$ cat src/rtl/qnigma_mac_tx.sv
// qnigma_mac_tx: byte-wide Ethernet MAC transmitter for a GMII-style PHY.
// Prepends the preamble and SFD, streams the payload, appends the CRC32 FCS
// and enforces the inter-frame gap. Upstream underruns abort the frame.
// Optional feature macro: QNIGMA_MAC_TX_PAD_EN
//   defined   -> short frames are zero-padded to 60 bytes before the FCS
//   undefined -> no PAD state; short frames go out unpadded
// All PHY-side outputs are registered, so each byte appears on phy_dat one
// cycle after the state that produced it.
module qnigma_mac_tx (
    input  logic       clk,
    input  logic       rst,
    input  logic [7:0] in_dat,
    input  logic       in_val,
    input  logic       in_lst,
    output logic       in_rdy,
    output logic [7:0] phy_dat,
    output logic       phy_val,
    output logic       busy,
    output logic       err
);

    localparam logic [31:0] CRC_POLY = 32'hEDB88320;
    localparam logic [7:0]  PRE_BYTE = 8'h55;
    localparam logic [7:0]  SFD_BYTE = 8'hD5;
    localparam logic [3:0]  PRE_LAST = 4'd6;
    localparam logic [3:0]  FCS_LAST = 4'd3;
    // The IFG state runs 11 cycles; the IDLE cycle that follows (which is
    // where the next frame's in_val is seen) is the twelfth idle line cycle,
    // so back-to-back frames are separated by exactly 12 phy_val=0 cycles.
    localparam logic [3:0]  IFG_LAST = 4'd10;
    localparam logic [5:0]  MIN_LEN  = 6'd60;

    typedef enum logic [2:0] {
        S_IDLE = 3'd0,
        S_PRE  = 3'd1,
        S_SFD  = 3'd2,
        S_PAY  = 3'd3,
`ifdef QNIGMA_MAC_TX_PAD_EN
        S_PAD  = 3'd4,
`endif
        S_FCS  = 3'd5,
        S_IFG  = 3'd6,
        S_DROP = 3'd7
    } state_t;

    state_t      state_q, state_d;
    logic [3:0]  cnt_q,   cnt_d;     // phase counter: PRE, FCS and IFG
    logic [5:0]  len_q,   len_d;     // payload + pad byte count, saturating
    logic [31:0] crc_q,   crc_d;
    logic [7:0]  phy_dat_q, phy_dat_d;
    logic        phy_val_q, phy_val_d;
    logic        err_q,     err_d;
    logic [5:0]  len_inc;
    logic [31:0] fcs;

    // Reflected CRC32, LSB of the data byte first.
    function automatic logic [31:0] crc_byte(input logic [31:0] c, input logic [7:0] d);
        logic [31:0] r;
        r = c;
        for (int unsigned i = 0; i < 8; i++) begin
            if (r[0] ^ d[i]) r = (r >> 1) ^ CRC_POLY;
            else             r = r >> 1;
        end
        return r;
    endfunction

    assign len_inc = (len_q >= MIN_LEN) ? MIN_LEN : len_q + 6'd1;
    assign fcs     = ~crc_q;
    assign busy    = (state_q != S_IDLE);
    assign phy_dat = phy_dat_q;
    assign phy_val = phy_val_q;
    assign err     = err_q;

    // State register and registered PHY outputs.
    always_ff @(posedge clk) begin
        if (rst) begin
            state_q   <= S_IDLE;
            cnt_q     <= '0;
            len_q     <= '0;
            crc_q     <= '1;
            phy_dat_q <= '0;
            phy_val_q <= 1'b0;
            err_q     <= 1'b0;
        end else begin
            state_q   <= state_d;
            cnt_q     <= cnt_d;
            len_q     <= len_d;
            crc_q     <= crc_d;
            phy_dat_q <= phy_dat_d;
            phy_val_q <= phy_val_d;
            err_q     <= err_d;
        end
    end

    // Next-state, datapath updates and in_rdy decode.
    always_comb begin
        state_d   = state_q;
        cnt_d     = cnt_q;
        len_d     = len_q;
        crc_d     = crc_q;
        phy_dat_d = '0;
        phy_val_d = 1'b0;
        err_d     = 1'b0;
        in_rdy    = 1'b0;

        case (state_q)
            S_IDLE: begin
                // First byte stays held upstream until PAY.
                if (in_val) begin
                    state_d = S_PRE;
                    cnt_d   = '0;
                end
            end

            S_PRE: begin
                phy_dat_d = PRE_BYTE;
                phy_val_d = 1'b1;
                if (cnt_q == PRE_LAST) begin
                    state_d = S_SFD;
                    cnt_d   = '0;
                end else begin
                    cnt_d = cnt_q + 4'd1;
                end
            end

            S_SFD: begin
                phy_dat_d = SFD_BYTE;
                phy_val_d = 1'b1;
                crc_d     = '1;
                len_d     = '0;
                state_d   = S_PAY;
            end

            S_PAY: begin
                in_rdy = 1'b1;
                if (in_val) begin
                    phy_dat_d = in_dat;
                    phy_val_d = 1'b1;
                    crc_d     = crc_byte(crc_q, in_dat);
                    len_d     = len_inc;
                    if (in_lst) begin
                        cnt_d = '0;
`ifdef QNIGMA_MAC_TX_PAD_EN
                        if (len_inc < MIN_LEN) state_d = S_PAD;
                        else                   state_d = S_FCS;
`else
                        state_d = S_FCS;
`endif
                    end
                end else begin
                    // Underrun: line goes quiet next cycle, rest of frame is dropped.
                    err_d   = 1'b1;
                    state_d = S_DROP;
                end
            end

`ifdef QNIGMA_MAC_TX_PAD_EN
            S_PAD: begin
                phy_dat_d = 8'h00;
                phy_val_d = 1'b1;
                crc_d     = crc_byte(crc_q, 8'h00);
                len_d     = len_inc;
                if (len_inc >= MIN_LEN) begin
                    state_d = S_FCS;
                    cnt_d   = '0;
                end
            end
`endif

            S_FCS: begin
                phy_val_d = 1'b1;
                case (cnt_q[1:0])
                    2'd0:    phy_dat_d = fcs[7:0];
                    2'd1:    phy_dat_d = fcs[15:8];
                    2'd2:    phy_dat_d = fcs[23:16];
                    default: phy_dat_d = fcs[31:24];
                endcase
                if (cnt_q == FCS_LAST) begin
                    state_d = S_IFG;
                    cnt_d   = '0;
                end else begin
                    cnt_d = cnt_q + 4'd1;
                end
            end

            S_IFG: begin
                if (cnt_q == IFG_LAST) begin
                    state_d = S_IDLE;
                    cnt_d   = '0;
                end else begin
                    cnt_d = cnt_q + 4'd1;
                end
            end

            S_DROP: begin
                in_rdy = 1'b1;
                if (in_val && in_lst) begin
                    state_d = S_IFG;
                    cnt_d   = '0;
                end
            end

            default: begin
                state_d = S_IDLE;
                cnt_d   = '0;
            end
        endcase
    end

endmodule

$ cat config.mk
export PLATFORM = sky130hd
export DESIGN_NAME = qnigma_mac_tx
export DESIGN_NICKNAME = d
export VERILOG_FILES = /design/src/rtl/qnigma_mac_tx.sv
export SDC_FILE = /design/constraint.sdc
export NUM_CORES = 1
export LEC_CHECK = 0
export CORE_ASPECT_RATIO = 0.9
export CORE_UTILIZATION = 45
export DETAILED_ROUTE_END_ITERATION = 7
export GPL_ROUTABILITY_DRIVEN = 0
export GPL_TIMING_DRIVEN = 1
export MAX_ROUTING_LAYER = met4
export PLACE_DENSITY_LB_ADDON = 0.25
export SYNTH_ARGS = -nofsm -noshare
export SYNTH_HDL_FRONTEND = slang
export SYNTH_SLANG_ARGS = --single-unit
export TNS_END_PERCENT = 5
$ cat constraint.sdc
create_clock -name clk -period 4.3 [get_ports clk]
set_clock_uncertainty 0.2 [all_clocks]
set_input_delay 0.86 -clock clk [delete_from_list [all_inputs] [get_ports clk]]
set_output_delay 0.86 -clock clk [all_outputs]
set_load 0.005 [all_outputs]
==> reports/qor.yml <==
clock_network:
  htree_num_levels: 2
  post_cts_buffers: 0
  clkLatencyLatePin_ns: 0.31
  path_clk_slew_ns: 0.10
  cts_tree: "built"
  cts_buffer_depth: 2
  cts_resized: 0
  root_buffer: "clkbuf_8"
  ctsHoldBuffers: 0
  cts_buffers: 5
  cts_sinks: 49
route:
  wl_per_cell_um: 16.0
  first_pass_iters: 4
  drtIter0Drc: 143
  via_per_inst: 5.29
  drcViolationCount: 0
  drt.antenna.violating_nets: 0
  vias: 2323
  finalWirelength_um: 7020
power_and_ir_drop:
  clockPowerShare: 0.224
  switching_share: 0.368
  p_int_mw: 0.995
  vdd_drop_max_mv: 0.183
  seq_power_share: 0.358
  power_mw: 1.57
  power_density_mw_per_mm2: 476
  netSwitchingPower_mw: 0.579
  leakage_nw: 1.22
  comb_power_share: 0.418
floorplanning:
  dieHeight_um: 77.9
  die_w_um: 86.4
  die_area_sq_mm: 0.00673
  core_region_area_sq_mm: 0.00615
  initial_utilization: 0.469
  rows: 27
  io-pin-count: 24
sta:
  maxSlewViolCount: 0
  fin_crit_sh: 0.735
  rsz0062_at_grt: "false"
  fin_crit_ns: 3.16
  setup_ws_ns: 1.14
  tightest_slew_ns: 0.921
  tns_ns: 0
  setup_viol: 0
  max_freq_mhz: 316
  hold_violations: 0
  slew_headroom: 0.386
finish:
  final_nets: 367
  area_growth_pct: 14.8
  fill_cells: 595
  diodes: 0
  post-route-util: 0.538
  seq_area_sq_um: 981
  layout-drive-gt1-share: 0.0710
  fin_cells: 439
  multi_input_area_sq_mm: 0.00178
place:
  pre_cts_ws_ns: 1.01
  dpl.cell_count: 431
  portBuffers: 23
  dp_hpwl_um: 4980
synthesis:
  synth_area_sq_mm: 0.00288
  synth_ff_type: "dfxtp_1"
  synth.area.top_cells: "dfxtp_1 34%, xnor2_1 16%, a21oi_1 7.5%"
  syn_nets: 349
  synth_top_area_frac: 0.340
  yosys_warnings: 0
  synth.most_common_cell: "xnor2_1"
  synth_area_leader_cell: "dfxtp_1"
  ys_top_cells_by_count: "52 x xnor2_1, 49 x dfxtp_1, 43 x a21oi_1"
  syn_inst: 333
  synth_seq_cells: 49
  async_reset_ff_frac: 0
  syn_avg_cell_area_sq_um: 8.65
  ys_seq_area_frac: 0.340
  ys_types: 40
  synth_edf_count: 0
setup_path:
  start_kind: "flop"
  crit_required_ns: 4.28
  crit_arrival_ns: 3.14
  end_kind: "flop"
  crit_fanout: 19
  crit_type: "reg2reg"
grt:
  grt_pass1_vias: 2194
  antenna_found_initial: 0
  grt-ovfl-total: 0
  grt_pass1_wl_um: 11700
  grt_max_degree: 20
  grt_usage: 0.236
hold_path:
  hp-class: "reg2reg"
status:
  status: "finished clean"
job:
  cap_violations: 0
[power groups by stage]
stage	sequential (mW)	combinational, mW	clock, mW
floorplan	0.536	0.506	0
global placement	0.571	0.645	0
detailed placement	0.573	0.648	0
CTS	0.562	0.654	0.358
global route	0.572	0.722	0.373
finish	0.564	0.658	0.352
[layout by cell type (no fill, tap or decap), types with 3 or more instances in the layout]
master	Yosys	final
nand3_1	3	3
xnor2_1	52	52
inv_1	12	12
dfxtp_1	49	49
clkdlybuf4s50_1	0	23
a211oi_1	4	4
nor2_1	36	36
nand2_1	6	6
a2111oi_0	8	8
nor2b_1	18	18
xor2_2	3	3
nand2b_1	17	17
xnor2_2	5	5
buf_4	1	5
ha_1	4	4
a21oi_1	43	43
xor2_1	10	10
clkbuf_8	0	6
o22ai_1	15	15
[layout make-up]
class                           instances  share of cell area
Inverter                               12              0.0136
Timing Repair Buffer                   28              0.0810
Sequential cell                        49               0.297
Clock buffer                            6              0.0250
Multi-Input combinational cell        255               0.540
Tap cell                               87              0.0329
Clock inverter                          2              0.0114
[path summary, 6_finish.rpt]
check / end / from / depth (start not counted) / slack [ns]
min: cnt_q[1] / cnt_q[1] / 2 / 0.33
min reg2reg: cnt_q[1] / cnt_q[1] / 2 / 0.33
max reg2reg: state_q[0] / cnt_q[0] / 6 / 1.14
max: state_q[0] / cnt_q[0] / 6 / 1.14
[metal layers]
| metal | routed length [um] | up-vias | GRT usage | share of wire |
|---|---|---|---|---|
| met5 | 0 | - | - | 0 |
| met2 | 3120 | 60 | 0.357 | 0.44 |
| met1 | 3400 | 1098 | 0.329 | 0.48 |
| met4 | 51 | 0 | 0.0633 | 0.0073 |
| li1 | - | 1160 | - | - |
| met3 | 447 | 5 | 0.0319 | 0.064 |
[registers in the layout, summed over array words and instances (netlist names)]
name / flops
phy_dat: 8
cnt_q: 4
state_q: 3
crc_q: 32
err: 1
phy_val: 1
[cell families after synthesis]
kind of cell,after synthesis,synth area share
compound gates,80,0.169
xor+xnor,72,0.249
fa+ha+maj,4,0.0174
buf+inv,29,0.0404
flops,49,0.340
mux,1,0.00347
simple gates,98,0.180
[worst max-delay path: stages, from the launching register on]
cell and delay (ns):
dfxtp_1 0.42, ha_1 0.63, or3b_1 0.43, a222oi_1 0.73, a21boi_2 0.37, mux2i_1 0.20
nor2_1 0.05
[stage by stage]
step	hold WS, ns	area (sq um)
final	0.330	3310
after global placement	0.296	3190
after detailed placement	0.310	3190
after CTS	0.328	3310
after global routing	0.349	3310
after floorplan	0.279	2880
No activity file was read; power rests on OpenSTA's default activity.
